File: config.mk
export PLATFORM = sky130hd
export DESIGN_NAME = fp_add_scheduler
export DESIGN_NICKNAME = d
export VERILOG_FILES = /design/src/rtl/floatingpointpkg.sv /design/src/rtl/fp_add_scheduler_rr_pick.sv /design/src/rtl/fp_add_scheduler.sv
export SDC_FILE = /design/constraint.sdc
export NUM_CORES = 1
export LEC_CHECK = 0
export CAP_MARGIN = 20
export CORE_AREA = 2 2 159 161
export DETAILED_ROUTE_END_ITERATION = 8
export DIE_AREA = 0 0 161 163
export GPL_ROUTABILITY_DRIVEN = 1
export PLACE_DENSITY = 0.71
export SYNTH_ARGS = -nofsm -noshare
export SYNTH_HDL_FRONTEND = slang
export SYNTH_HIERARCHICAL = 1
export SYNTH_SLANG_ARGS = --single-unit
export TNS_END_PERCENT = 50
File: constraint.sdc
create_clock -name Clock -period 3.1 [get_ports Clock]
set_clock_uncertainty 0.05 [all_clocks]
set_input_delay 0.465 -clock Clock [delete_from_list [all_inputs] [get_ports Clock]]
set_output_delay 0.465 -clock Clock [all_outputs]
set_load 0.1 [all_outputs]
File: src/rtl/floatingpointpkg.sv
// Shared floating-point types plus the scheduler's state encoding and default timeout.
package floatingpointpkg;

    typedef struct packed {
        logic       sign;
        logic [7:0] exp;
        logic [22:0] frac;
    } float;

    typedef enum logic [1:0] {IDLE, ISSUE, WAIT, RESPOND} fpsched_state_t;

    localparam int unsigned FPSCHED_DEFAULT_TIMEOUT = 64;

endpackage

File: src/rtl/fp_add_scheduler_rr_pick.sv
// Combinational round-robin picker: first set request at or after the pointer, wrapping.
module rr_pick #(
    parameter int unsigned NREQ = 4
) (
    input  logic [NREQ-1:0]         req_i,
    input  logic [$clog2(NREQ)-1:0] ptr_i,
    output logic [NREQ-1:0]         win_o,
    output logic [$clog2(NREQ)-1:0] idx_o
);

    localparam int unsigned IW = $clog2(NREQ);

    logic          found;
    int unsigned   slot;
    logic [IW-1:0] slot_idx;

    always_comb begin
        win_o    = '0;
        idx_o    = '0;
        found    = 1'b0;
        slot     = 0;
        slot_idx = '0;
        for (int unsigned i = 0; i < NREQ; i++) begin
            slot     = (32'(ptr_i) + i) % NREQ;
            slot_idx = IW'(slot);
            if (!found && req_i[slot_idx]) begin
                found           = 1'b1;
                win_o[slot_idx] = 1'b1;
                idx_o           = slot_idx;
            end
        end
    end

endmodule

File: src/rtl/fp_add_scheduler.sv
// Round-robin scheduler sharing one FloatingPointAdder between NREQ requesters.
// Owns the adder Go/Ready handshake and returns a registered result with a one-cycle Done.
module fp_add_scheduler
    import floatingpointpkg::*;
#(
    parameter int unsigned NREQ    = 4,
    parameter int unsigned TIMEOUT = FPSCHED_DEFAULT_TIMEOUT
) (
    input  logic              Clock,
    input  logic              Reset,
    input  logic [NREQ-1:0]   Req,
    input  float [NREQ-1:0]   ReqA,
    input  float [NREQ-1:0]   ReqB,
    output logic [NREQ-1:0]   Grant,
    output logic [NREQ-1:0]   Done,
    output float              Result,
    output logic              Zero,
    output logic              Inf,
    output logic              Nan,
    output logic              TimedOut,
    output logic              Busy,
    output float              AdderA,
    output float              AdderB,
    output logic              AdderGo,
    input  float              AdderResult,
    input  logic              AdderReady,
    input  logic              AdderZero,
    input  logic              AdderInf,
    input  logic              AdderNan
);

    localparam int unsigned IW = $clog2(NREQ);
    localparam int unsigned CW = $clog2(TIMEOUT + 1);

    fpsched_state_t  state_q, state_d;
    logic [IW-1:0]   ptr_q, ptr_d;
    logic [IW-1:0]   owner_q, owner_d;
    logic [CW-1:0]   cnt_q, cnt_d;
    logic [NREQ-1:0] grant_q, grant_d;
    logic [NREQ-1:0] done_q, done_d;
    float            result_q, result_d;
    logic            zero_q, zero_d;
    logic            inf_q, inf_d;
    logic            nan_q, nan_d;
    logic            timedout_q, timedout_d;
    float            adder_a_q, adder_a_d;
    float            adder_b_q, adder_b_d;

    logic [NREQ-1:0] pick_win;
    logic [IW-1:0]   pick_idx;

    rr_pick #(
        .NREQ (NREQ)
    ) u_rr_pick (
        .req_i (Req),
        .ptr_i (ptr_q),
        .win_o (pick_win),
        .idx_o (pick_idx)
    );

    always_ff @(posedge Clock) begin
        if (Reset) begin
            state_q    <= IDLE;
            ptr_q      <= '0;
            owner_q    <= '0;
            cnt_q      <= '0;
            grant_q    <= '0;
            done_q     <= '0;
            result_q   <= '0;
            zero_q     <= 1'b0;
            inf_q      <= 1'b0;
            nan_q      <= 1'b0;
            timedout_q <= 1'b0;
            adder_a_q  <= '0;
            adder_b_q  <= '0;
        end else begin
            state_q    <= state_d;
            ptr_q      <= ptr_d;
            owner_q    <= owner_d;
            cnt_q      <= cnt_d;
            grant_q    <= grant_d;
            done_q     <= done_d;
            result_q   <= result_d;
            zero_q     <= zero_d;
            inf_q      <= inf_d;
            nan_q      <= nan_d;
            timedout_q <= timedout_d;
            adder_a_q  <= adder_a_d;
            adder_b_q  <= adder_b_d;
        end
    end

    always_comb begin
        state_d    = state_q;
        ptr_d      = ptr_q;
        owner_d    = owner_q;
        cnt_d      = cnt_q;
        grant_d    = grant_q;
        done_d     = '0;
        result_d   = result_q;
        zero_d     = zero_q;
        inf_d      = inf_q;
        nan_d      = nan_q;
        timedout_d = timedout_q;
        adder_a_d  = adder_a_q;
        adder_b_d  = adder_b_q;

        unique case (state_q)
            IDLE: begin
                if (|Req) begin
                    grant_d   = pick_win;
                    owner_d   = pick_idx;
                    adder_a_d = ReqA[pick_idx];
                    adder_b_d = ReqB[pick_idx];
                    cnt_d     = '0;
                    state_d   = ISSUE;
                end
            end
            // Ready is deliberately not looked at here; it may be left over from the last op.
            ISSUE: begin
                state_d = WAIT;
            end
            WAIT: begin
                if (AdderReady) begin
                    result_d   = AdderResult;
                    zero_d     = AdderZero;
                    inf_d      = AdderInf;
                    nan_d      = AdderNan;
                    timedout_d = 1'b0;
                    done_d     = grant_q;
                    state_d    = RESPOND;
                end else if (cnt_q == CW'(TIMEOUT)) begin
                    result_d   = '0;
                    zero_d     = 1'b0;
                    inf_d      = 1'b0;
                    nan_d      = 1'b0;
                    timedout_d = 1'b1;
                    done_d     = grant_q;
                    state_d    = RESPOND;
                end else begin
                    cnt_d = cnt_q + 1'b1;
                end
            end
            RESPOND: begin
                ptr_d   = (owner_q == IW'(NREQ - 1)) ? '0 : owner_q + 1'b1;
                grant_d = '0;
                state_d = IDLE;
            end
        endcase
    end

    assign Grant    = grant_q;
    assign Done     = done_q;
    assign Result   = result_q;
    assign Zero     = zero_q;
    assign Inf      = inf_q;
    assign Nan      = nan_q;
    assign TimedOut = timedout_q;
    assign Busy     = (state_q != IDLE);
    assign AdderA   = adder_a_q;
    assign AdderB   = adder_b_q;
    assign AdderGo  = (state_q == ISSUE) || (state_q == WAIT);

endmodule

==> out/qor.yml, run 1 <==
power.density_cell_area_nw_per_um2: 956
maxcap_viol_count: 0
globalRoute.busiestLayer: "met2"
hold_path_class: "flop to flop"
postCtsSetupRepairBufs: 0
achievable-frequency_ghz: 0.342
global_route.usage.met3_pct: 5.86
syn-mean-instance-area_um2: 9.52
worst_slew_margin_rel_pct: 30.3
period_share_pct: 94.4
ys_ff_latch: 121
synth-edff-count: 0
clock_tree.buffer_depth: 2
cp_max_stage_cell: "mux4_2"
worstPathArrival_ps: 3150
drtPass1Iterations: 4
post_synth_instance_area_um2: 6430
die_w_um: 161
postSynth.topFlopCell: "dfxtp_1"
ys_warn_count: 6
clkLatencyLatePin_ps: 410
worst_ir_drop_vdd_v: 0.000797
number_of_nets_produced_by_synthesis: 985
num-fill-cells: 2325
multiInputGateArea_um2: 3780
detailroute.via_count: 6895
numClockSinks: 121
grt_setup_unrepaired: "false"
cts_tree: "yes"
number_of_core_rows: 58
critical-path-max-stage-delay_ps: 500
timing_worst_setup_path_type: "flop to flop"
hpwl_um: 20600
timing_max_transition_violations_final: 0
ant_nets: 0
detail_route.vias_per_cell: 4.79
port-buffer-count: 407
area_growth_syn_to_layout_pct: 79.3
antenna_found_initial: 6
drc_errors: 0
ys_async_sr_fraction_pct: 0
core_region_area_um2: 24700
wl_per_cell_um: 18.3
place.gp.congestion: 0.850
final-hold-violation-count: 0
fin_worst_hold_slack_ps: 405
yosysSeqAreaShare_pct: 37.7
cts_hold_buffers: 0
crit_path_cell_trace: "inv_1 -> ha_1 -> mux4_2 -> nor2b_4 -> o21ai_1 -> o31ai_4 -> buf_12 -> buf_12 -> mux4_2 -> nand2_1 -> a21oi_1"
yosys.cell_types.count: 52
wl_final_um: 26300
nets: 1401
grt_first_pass_wirelength_um: 39200
cts_repair_resize_count: 0
cts_made_buffers: 17
path_clk_slew_ps: 60
groute.layer.met1.usage_pct: 23.1
drive_above_1_share_pct: 24.4
setup-tns-final_ps: 0
layout.core_utilization_pct: 46.7
area.sequential_um2: 2420
endpoint_kind: "flop"
static-leakage-power_nw: 4.39
outcome: "completed"
grt_overflow_total: 0
initial_utilization_pct: 26.1
layout_min_cycle_time_ps: 2930
maximum_fanout_count_along_the_critical_path: 15
report.final.setup_viol: 0
required_ps: 3330
floorplan.die.height_um: 163
first_global_vias: 6902
design.die.area_um2: 26200
grt.total_usage_pct: 19.5
startpoint_type: "flop"
syn_inst: 676
slew_at_the_pin_with_the_worst_max_slew_slack_ps: 1040
grt_start_max_net_pins: 62
cts.htree.levels: 4
detail_route.iter0.violations: 488
ios: 408
met2_usage_pct: 33.2
cts.root.buffer_cell: "clkbuf_16"
[metrics by stage]
stage	worst slack, ps	total power (W)	instance area (µm²)	cells
after floorplan	18.4	0.00708	6450	676
after global placement	-38.8	0.00895	10900	1403
after detailed placement	-82.1	0.00902	10900	1403
after CTS	176	0.0111	11500	1435
after global routing	27.3	0.0115	11500	1440
final	175	0.0110	11500	1440
[layout by cell type (no fill, tap or decap), drive strengths merged, types with 5 or more instances in the layout]
cell,n
a21oi,108
a22oi,12
buf,155
clkbuf,19
clkdlybuf4s50,296
clkinv,6
dfxtp,121
diode,5
ha,11
inv,13
mux4,68
nand2,171
nand3,6
nor2,14
nor3b,5
o21ai,46
[logic make-up (layout without fill, tap and decap cells)]
| kind of cell | Yosys count | after routing | synth area share (%) |
|---|---|---|---|
| fa+ha+maj | 11 | 11 | 2.14 |
| other cells | 0 | 5 | 0 |
| simple gates | 219 | 219 | 15.1 |
| compound gates | 188 | 188 | 16.4 |
| buf+inv | 65 | 494 | 4.24 |
| flops | 121 | 121 | 37.7 |
| mux | 72 | 72 | 24.5 |
[final timing paths]
kind | startpoint | end | slack, ps | depth (start not counted)
worst max register to register | ptr_q[1] | AdderB[24] | 170 | 11
worst min-delay path | AdderB[5] | AdderB[5] | 410 | 2
worst min register to register | AdderB[5] | AdderB[5] | 410 | 2
worst max-delay path | ptr_q[1] | AdderB[24] | 170 | 11
[Yosys cell counts, drive strengths merged, types with 2 or more instances]
| master | count | area [µm²] |
|---|---|---|
| nand2 | 171 | 642 |
| dfxtp | 121 | 2420 |
| a21oi | 108 | 544 |
| mux4 | 68 | 1540 |
| o21ai | 46 | 230 |
| clkbuf | 29 | 109 |
| buf | 25 | 123 |
| nor2 | 14 | 52.6 |
| a22oi | 12 | 90.1 |
| ha | 11 | 138 |
| inv | 11 | 41.3 |
| nand3 | 6 | 30.0 |
| nor3b | 5 | 37.5 |
| a31oi | 4 | 25.0 |
| mux2i | 4 | 40.0 |
| nand2b | 4 | 32.5 |
| nor3 | 4 | 31.3 |
| and3 | 3 | 18.8 |
| nor2b | 3 | 26.3 |
| o21a | 3 | 22.5 |
| a311oi | 2 | 17.5 |
| and2 | 2 | 13.8 |
| o31ai | 2 | 15.0 |
[per-layer routing]
metal,wire length (µm),part of all wire [%]
met5,16,0.061
met1,10400,40
met3,2010,7.6
met2,13200,50
met4,624,2.4
[worst max-delay path: cells and delay by family, from the launching register on]
| family | cells | cell delay [ps] |
|---|---|---|
| muxes | 2 | 920 |
| buffers and inverters | 3 | 500 |
| adders and majority gates | 1 | 490 |
| DFF | 1 | 320 |
| AOI/OAI and AO/OA | 3 | 260 |
| and+or+nand+nor | 2 | 230 |
[area by class of cell]
type	count	share of cell area, %
inverter	11	0.358
tap	330	3.58
sequential	121	21.0
clock inverter	13	1.45
multi-input combinational	490	32.8
clock buffer	19	3.84
antenna	5	0.108
timing repair buffer	451	36.9
[flip-flops by register name, indices dropped and copies added, names as in the netlist]
signal    cells
AdderA       32
AdderB       32
Result       32
cnt_q         7
Done          4
Grant         4
owner_q       2
ptr_q         2
state_q       2
Inf           1
Nan           1
TimedOut      1
Zero          1
[where the power goes]
group | total, W | switching [W] | internal, W
combinational | 0.00675 | 0.00462 | 0.00213
clock | 0.00208 | 0.000785 | 0.00129
sequential | 0.00220 | 0.000242 | 0.00196
total | 0.0110 | 0.00565 | 0.00538
No activity file was read; power rests on OpenSTA's default activity.
==> run 2, diff against run 1 <==
--- a/config.mk
+++ b/config.mk
@@ -11,6 +11,7 @@
 export DIE_AREA = 0 0 161 163
 export GPL_ROUTABILITY_DRIVEN = 1
 export PLACE_DENSITY = 0.71
+export RECOVER_POWER = 100
 export SYNTH_ARGS = -nofsm -noshare
 export SYNTH_HDL_FRONTEND = slang
 export SYNTH_HIERARCHICAL = 1
==> out/qor.yml, run 2 (synthesized netlist as in run 1, its figures left out) <==
timing_max_transition_violations_final: 0  # unchanged
static-leakage-power_nw: 3.91  # -11%
worstHoldPathCells: 2  # unchanged
power_switching_w: 0.00562  # -0.48%
die_w_um: 161  # unchanged
wirelength_met1_um: 10600  # +1.1%
netSwitchingFraction_pct: 52.9  # +1.7 points
detail_route.iter0.violations: 467  # -4.3%
totalPowerFinal_w: 0.0106  # -3.7%
grt_start_max_net_pins: 62  # unchanged
floorplan.die.height_um: 163  # unchanged
detailroute.via_count: 6892  # -0.044%
critical-path-max-stage-delay_ps: 450  # -50 ps
required_ps: 3320  # about the same
grt_setup_unrepaired: "false"
ios: 408  # unchanged
power.density_cell_area_nw_per_um2: 960  # +0.37%
detail_route.vias_per_cell: 4.79  # about the same
holdCritStartpoint: "AdderA[2]"
hpwl_um: 20600  # unchanged
timing.reg2reg.setup_slack_ps: 140  # -30 ps
startpoint_type: "flop"
initial_utilization_pct: 26.1  # unchanged
share_clk_of_total_power_pct: 19.5  # +0.6 points
grt.total_usage_pct: 19.5  # unchanged
maxcap_viol_count: 0  # unchanged
p_int_w: 0.00500  # -7.1%
placement.setup.worst_slack_ps: -82.1  # unchanged
wl_met3_um: 2030  # +0.94%
postCtsSetupRepairBufs: 0  # unchanged
layout_min_cycle_time_ps: 2960  # +32.1 ps
drc_errors: 0  # unchanged
drive_above_1_share_pct: 13.8  # -11 points
endpoint_kind: "flop"
worst_ir_drop_vdd_v: 0.000743  # -6.7%
cts.root.buffer_cell: "clkbuf_16"
achievable-frequency_ghz: 0.338  # -1.1%
topRoutingLayerUsed: "met5"
grt_first_pass_wirelength_um: 39200  # unchanged
dpl.cell_count: 1403  # unchanged
commonest_cells_after_routing_fill_and_taps_aside: "296 x clkdlybuf4s50_1, 171 x nand2_1, 121 x dfxtp_1"
timing_worst_setup_path_type: "flop to flop"
clock_tree.buffer_depth: 2  # unchanged
first_global_vias: 6902  # unchanged
place.gp.congestion: 0.850  # unchanged
final-hold-violation-count: 0  # unchanged
finalNonFillerCells: 1440  # unchanged
mostFrequentLayoutCell: "clkdlybuf4s50_1"
number_of_core_rows: 58  # unchanged
maximum_fanout_count_along_the_critical_path: 16  # +1
worst_slew_margin_rel_pct: 5.89  # -24 points
wl_per_cell_um: 18.3  # about the same
cts_repair_resize_count: 0  # unchanged
r2r-end: "AdderA[6]"
worst_r2r_startpoint: "ptr_q[1]"
pwr-share-seq_pct: 20.7  # +0.7 points
nets: 1401  # unchanged
slew_at_the_pin_with_the_worst_max_slew_slack_ps: 1420  # +374 ps
ant_nets: 0  # unchanged
antenna_found_initial: 6  # unchanged
area.sequential_um2: 2420  # unchanged
cts_made_buffers: 17  # unchanged
design.die.area_um2: 26200  # unchanged
path_clk_slew_ps: 50  # about the same
report.final.setup_viol: 0  # unchanged
cts_hold_buffers: 0  # unchanged
period_share_pct: 95.4  # +1.0 points
cpMostUsedCell: "mux4_2"
dr_wl_met2_um: 13200  # -0.74%
port-buffer-count: 407  # unchanged
final.setup.worst_slack_ps: 143  # -32.1 ps
num-fill-cells: 2458  # +5.7%
pwr-share-comb_pct: 59.8  # -1.4 points
numClockSinks: 121  # unchanged
hold_path_class: "flop to flop"
wl_final_um: 26300  # about the same
core_region_area_um2: 24700  # unchanged
drtPass1Iterations: 5  # +1
whs_endpoint: "AdderA[2]"
crit_path_cell_trace: "inv_1 -> ha_1 -> mux4_2 -> nor2b_4 -> o21ai_1 -> and3_1 -> o22ai_1 -> buf_12 -> buf_6 -> mux4_2 -> nand2_1 -> a21oi_1"
outcome: "completed"
area_growth_syn_to_layout_pct: 72.0
multiInputGateArea_um2: 3760  # -0.63%
grt_overflow_total: 0  # unchanged
cts.htree.levels: 4  # unchanged
clkLatencyLatePin_ps: 410  # about the same
worstPathArrival_ps: 3180  # +30 ps
cp_max_stage_cell: "ha_1"
timing.reg2reg.worst_path_depth: 12  # +1
fin_worst_hold_slack_ps: 404  # -0.837 ps
cts_tree: "yes"
==> run 2: changes by cell type in the layout (fill, tap and decap cells not counted), sizes merged <==
cell	delta
buf	-118
clkbuf	+118
==> run 2: stage by stage <==
| stage | instance area, µm² | setup TNS (ps) | utilization [%] |
|---|---|---|---|
| after floorplan | 6450 | 0 | - |
| after global placement | 10900 | -480 | 44.2 |
| after detailed placement | 10900 | -2510 | 44.2 |
| after CTS | 11500 | 0 | 46.7 |
| after global routing | 11100 | 0 | 44.9 |
| final | 11100 | 0 | 44.9 |
==> run 2: how the worst max path moves through the flow <==
stage,start,to,slack [ps],cells after the start
final,ptr_q[1],AdderA[6],140,12
after global routing,ptr_q[1],AdderB[8],20,12
after CTS,ptr_q[1],AdderA[1],180,11
after detailed placement,Req[1],AdderA[1],-80,10
after global placement,Req[1],AdderA[1],-40,10
after floorplan,ptr_q[0],AdderA[14],20,13
==> run 2: routing by layer <==
metal	GRT usage, %	vias up
li1	-	3291
met1	23.1	3265
met2	33.2	303
met3	5.86	31
met4	7.59	2
met5	0	-
==> run 2: layout make-up <==
class | instances | area share (%)
clock buffer | 19 | 4.00
multi-input combinational | 490 | 34.0
antenna | 5 | 0.113
tap | 330 | 3.73
inverter | 11 | 0.373
timing repair buffer | 451 | 34.4
sequential | 121 | 21.9
clock inverter | 13 | 1.51
==> run 2: power groups by stage <==
stage	Combinational (W)	Clock (W)	Sequential [W]
final	0.00636	0.00207	0.00219
after floorplan	0.00220	0	0.00488
after global routing	0.00670	0.00220	0.00224
after CTS	0.00679	0.00212	0.00220
after detailed placement	0.00679	0	0.00223
after global placement	0.00673	0	0.00222
==> run 2: worst max-delay path, delay by kind of cell, from the launching register on <==
kind / cells / cell delay [ps]
and+or+nand+nor: 3 / 410
buffers and inverters: 3 / 520
muxes: 2 / 710
adders and majority gates: 1 / 450
AOI/OAI and AO/OA: 3 / 360
DFF: 1 / 320
==> run 3, diff against run 2 <==
--- a/config.mk
+++ b/config.mk
@@ -7,6 +7,7 @@
 export LEC_CHECK = 0
 export CAP_MARGIN = 20
 export CORE_AREA = 2 2 159 161
+export CTS_CLUSTER_SIZE = 20
 export DETAILED_ROUTE_END_ITERATION = 8
 export DIE_AREA = 0 0 161 163
 export GPL_ROUTABILITY_DRIVEN = 1
==> constraint.sdc (replaced) <==
create_clock -name Clock -period 3.1 [get_ports Clock]
set_clock_uncertainty 0.05 [all_clocks]
set_input_delay 0.465 -clock Clock [delete_from_list [all_inputs] [get_ports Clock]]
set_output_delay 0.465 -clock Clock [all_outputs]
set_load 0.02 [all_outputs]
==> out/qor.yml, run 3 (synthesized netlist as in run 1, its figures left out) <==
slew_at_the_pin_with_the_worst_max_slew_slack_ps: 966  # -451 ps
hpwl_um: 20500  # -0.52%
mostFrequentLayoutCell: "clkdlybuf4s50_1"
required_ps: 3320  # about the same
grt.total_usage_pct: 19.4  # -0.048 points
wl_final_um: 26400  # about the same
cts.htree.levels: 4  # unchanged
totalPowerFinal_w: 0.00860  # -19%
worst_r2r_startpoint: "ptr_q[1]"
timing_max_transition_violations_final: 0  # unchanged
numClockSinks: 121  # unchanged
postCtsSetupRepairBufs: 0  # unchanged
cts_made_buffers: 17  # unchanged
area.sequential_um2: 2420  # unchanged
antenna_found_initial: 5  # -1
outcome: "completed"
power.density_cell_area_nw_per_um2: 732  # -24%
grt_start_max_net_pins: 68  # +9.7%
final_design_area_no_fill_um2: 11800  # +6.2%
maxcap_viol_count: 0  # unchanged
maximum_fanout_count_along_the_critical_path: 15  # -1
initial_utilization_pct: 26.1  # unchanged
cts.root.buffer_cell: "clkbuf_16"
static-leakage-power_nw: 4.47  # +14%
place.gp.congestion: 0.846  # -0.44%
num-fill-cells: 2333  # -5.1%
achievable-frequency_ghz: 0.344  # +1.7%
timing_worst_setup_path_type: "flop to flop"
cts_hold_buffers: 0  # unchanged
layout_min_cycle_time_ps: 2910  # -48.5 ps
grt_setup_unrepaired: "false"
first_global_vias: 7059  # +2.3%
die_w_um: 161  # unchanged
endpoint_kind: "flop"
detailroute.via_count: 6903  # +0.16%
placement.cell_area_um2: 11200  # +2.4%
detail_route.iter0.violations: 492  # +5.4%
cts_tree: "yes"
drtPass1Iterations: 5  # unchanged
floorplan.die.height_um: 163  # unchanged
grt_first_pass_wirelength_um: 39200  # +0.14%
period_share_pct: 93.8  # -1.6 points
multiInputGateArea_um2: 3770  # +0.23%
timing.reg2reg.setup_slack_ps: 190  # +50 ps
worstPathBufferInverterCount: 3  # unchanged
cpMostUsedCell: "mux4_2"
worst_path_dominant_cell_family: "multiplexers"
ios: 408  # unchanged
worstHoldPathCells: 2  # unchanged
design.die.area_um2: 26200  # unchanged
whs_endpoint: "AdderB[15]"
wl_per_cell_um: 18.3  # about the same
commonest_cells_after_routing_fill_and_taps_aside: "296 x clkdlybuf4s50_1, 171 x nand2_1, 121 x dfxtp_1"
area_growth_syn_to_layout_pct: 82.7
worst_ir_drop_vdd_v: 0.000363  # -51%
path_clk_slew_ps: 60  # about the same
cp_max_stage_cell: "ha_1"
clock_tree.buffer_depth: 2  # unchanged
crit_path_cell_trace: "inv_1 -> ha_1 -> mux4_2 -> nor2b_4 -> o21ai_0 -> and3_1 -> o22ai_4 -> buf_12 -> clkbuf_1 -> mux4_2 -> nand2_1 -> a21oi_1"
drive_above_1_share_pct: 13.8  # -0.025 points
critical-path-max-stage-delay_ps: 400  # -50 ps
worst_slew_margin_rel_pct: 35.5  # +30 points
r2r-end: "AdderB[31]"
startpoint_type: "flop"
hold_path_class: "flop to flop"
clkLatencyLatePin_ps: 410  # about the same
nets: 1403  # +0.14%
port-buffer-count: 407  # unchanged
cts_repair_resize_count: 0  # unchanged
ant_nets: 0  # unchanged
number_of_core_rows: 58  # unchanged
core_region_area_um2: 24700  # unchanged
final-hold-violation-count: 0  # unchanged
detail_route.vias_per_cell: 4.79  # about the same
worstPathArrival_ps: 3130  # -50 ps
timing.reg2reg.worst_path_depth: 12  # unchanged
grt_overflow_total: 0  # unchanged
holdCritStartpoint: "AdderB[15]"
drc_errors: 0  # unchanged
report.final.setup_viol: 0  # unchanged
[run 3: metal layers]
metal	part of all wire [%]	vias up	GRT usage, %
li1	-	3300	-
met1	39	3263	22.6
met2	50	299	33.2
met3	8.3	39	6.67
met4	2.6	2	7.31
met5	0.061	-	0
[run 3: area by class of cell]
type,instances,share of cell area [%]
clock inverter,15,1.62
sequential,121,20.6
timing repair buffer,453,38.1
tap,330,3.51
antenna,4,0.0852
multi-input combinational,490,32.1
clock buffer,17,3.62
inverter,11,0.351
[run 3: power by group]
group | switching, W | internal [W] | total, W
registers | 0.000212 | 0.00196 | 0.00217
clock network | 0.000807 | 0.00129 | 0.00209
logic | 0.00226 | 0.00208 | 0.00434
total | 0.00328 | 0.00532 | 0.00860
[run 3: worst max path at each step]
stage	startpoint	to	slack (ps)	depth (start not counted)
after global placement	Req[1]	AdderA[15]	-20	10
after detailed placement	Req[0]	AdderB[26]	-110	10
final	ptr_q[1]	AdderB[31]	190	12
after CTS	ptr_q[1]	AdderB[26]	220	12
after floorplan	ptr_q[0]	AdderA[14]	20	13
after global routing	ptr_q[1]	AdderB[1]	50	12
[run 3: per-stage QoR]
step                util [%]  hold WS, ps  setup TNS [ps]  setup WS [ps]  std cells
floorplan                  -          390               0           18.4        676
detailed placement      45.3          397           -3320           -109       1405
CTS                     47.8          406               0            219       1437
global route            47.6          412               0           50.1       1441
finish                  47.6          399               0            191       1441
global placement        45.3          391            -133          -19.7       1405
[run 3: worst reg2reg max path: stages, from the launching register on]
cell,delay (ps)
dfxtp_1,330
inv_1,100
ha_1,400
mux4_2,390
nor2b_4,160
o21ai_0,80
and3_1,210
o22ai_4,210
buf_12,190
clkbuf_1,190
mux4_2,310
nand2_1,90
a21oi_1,60
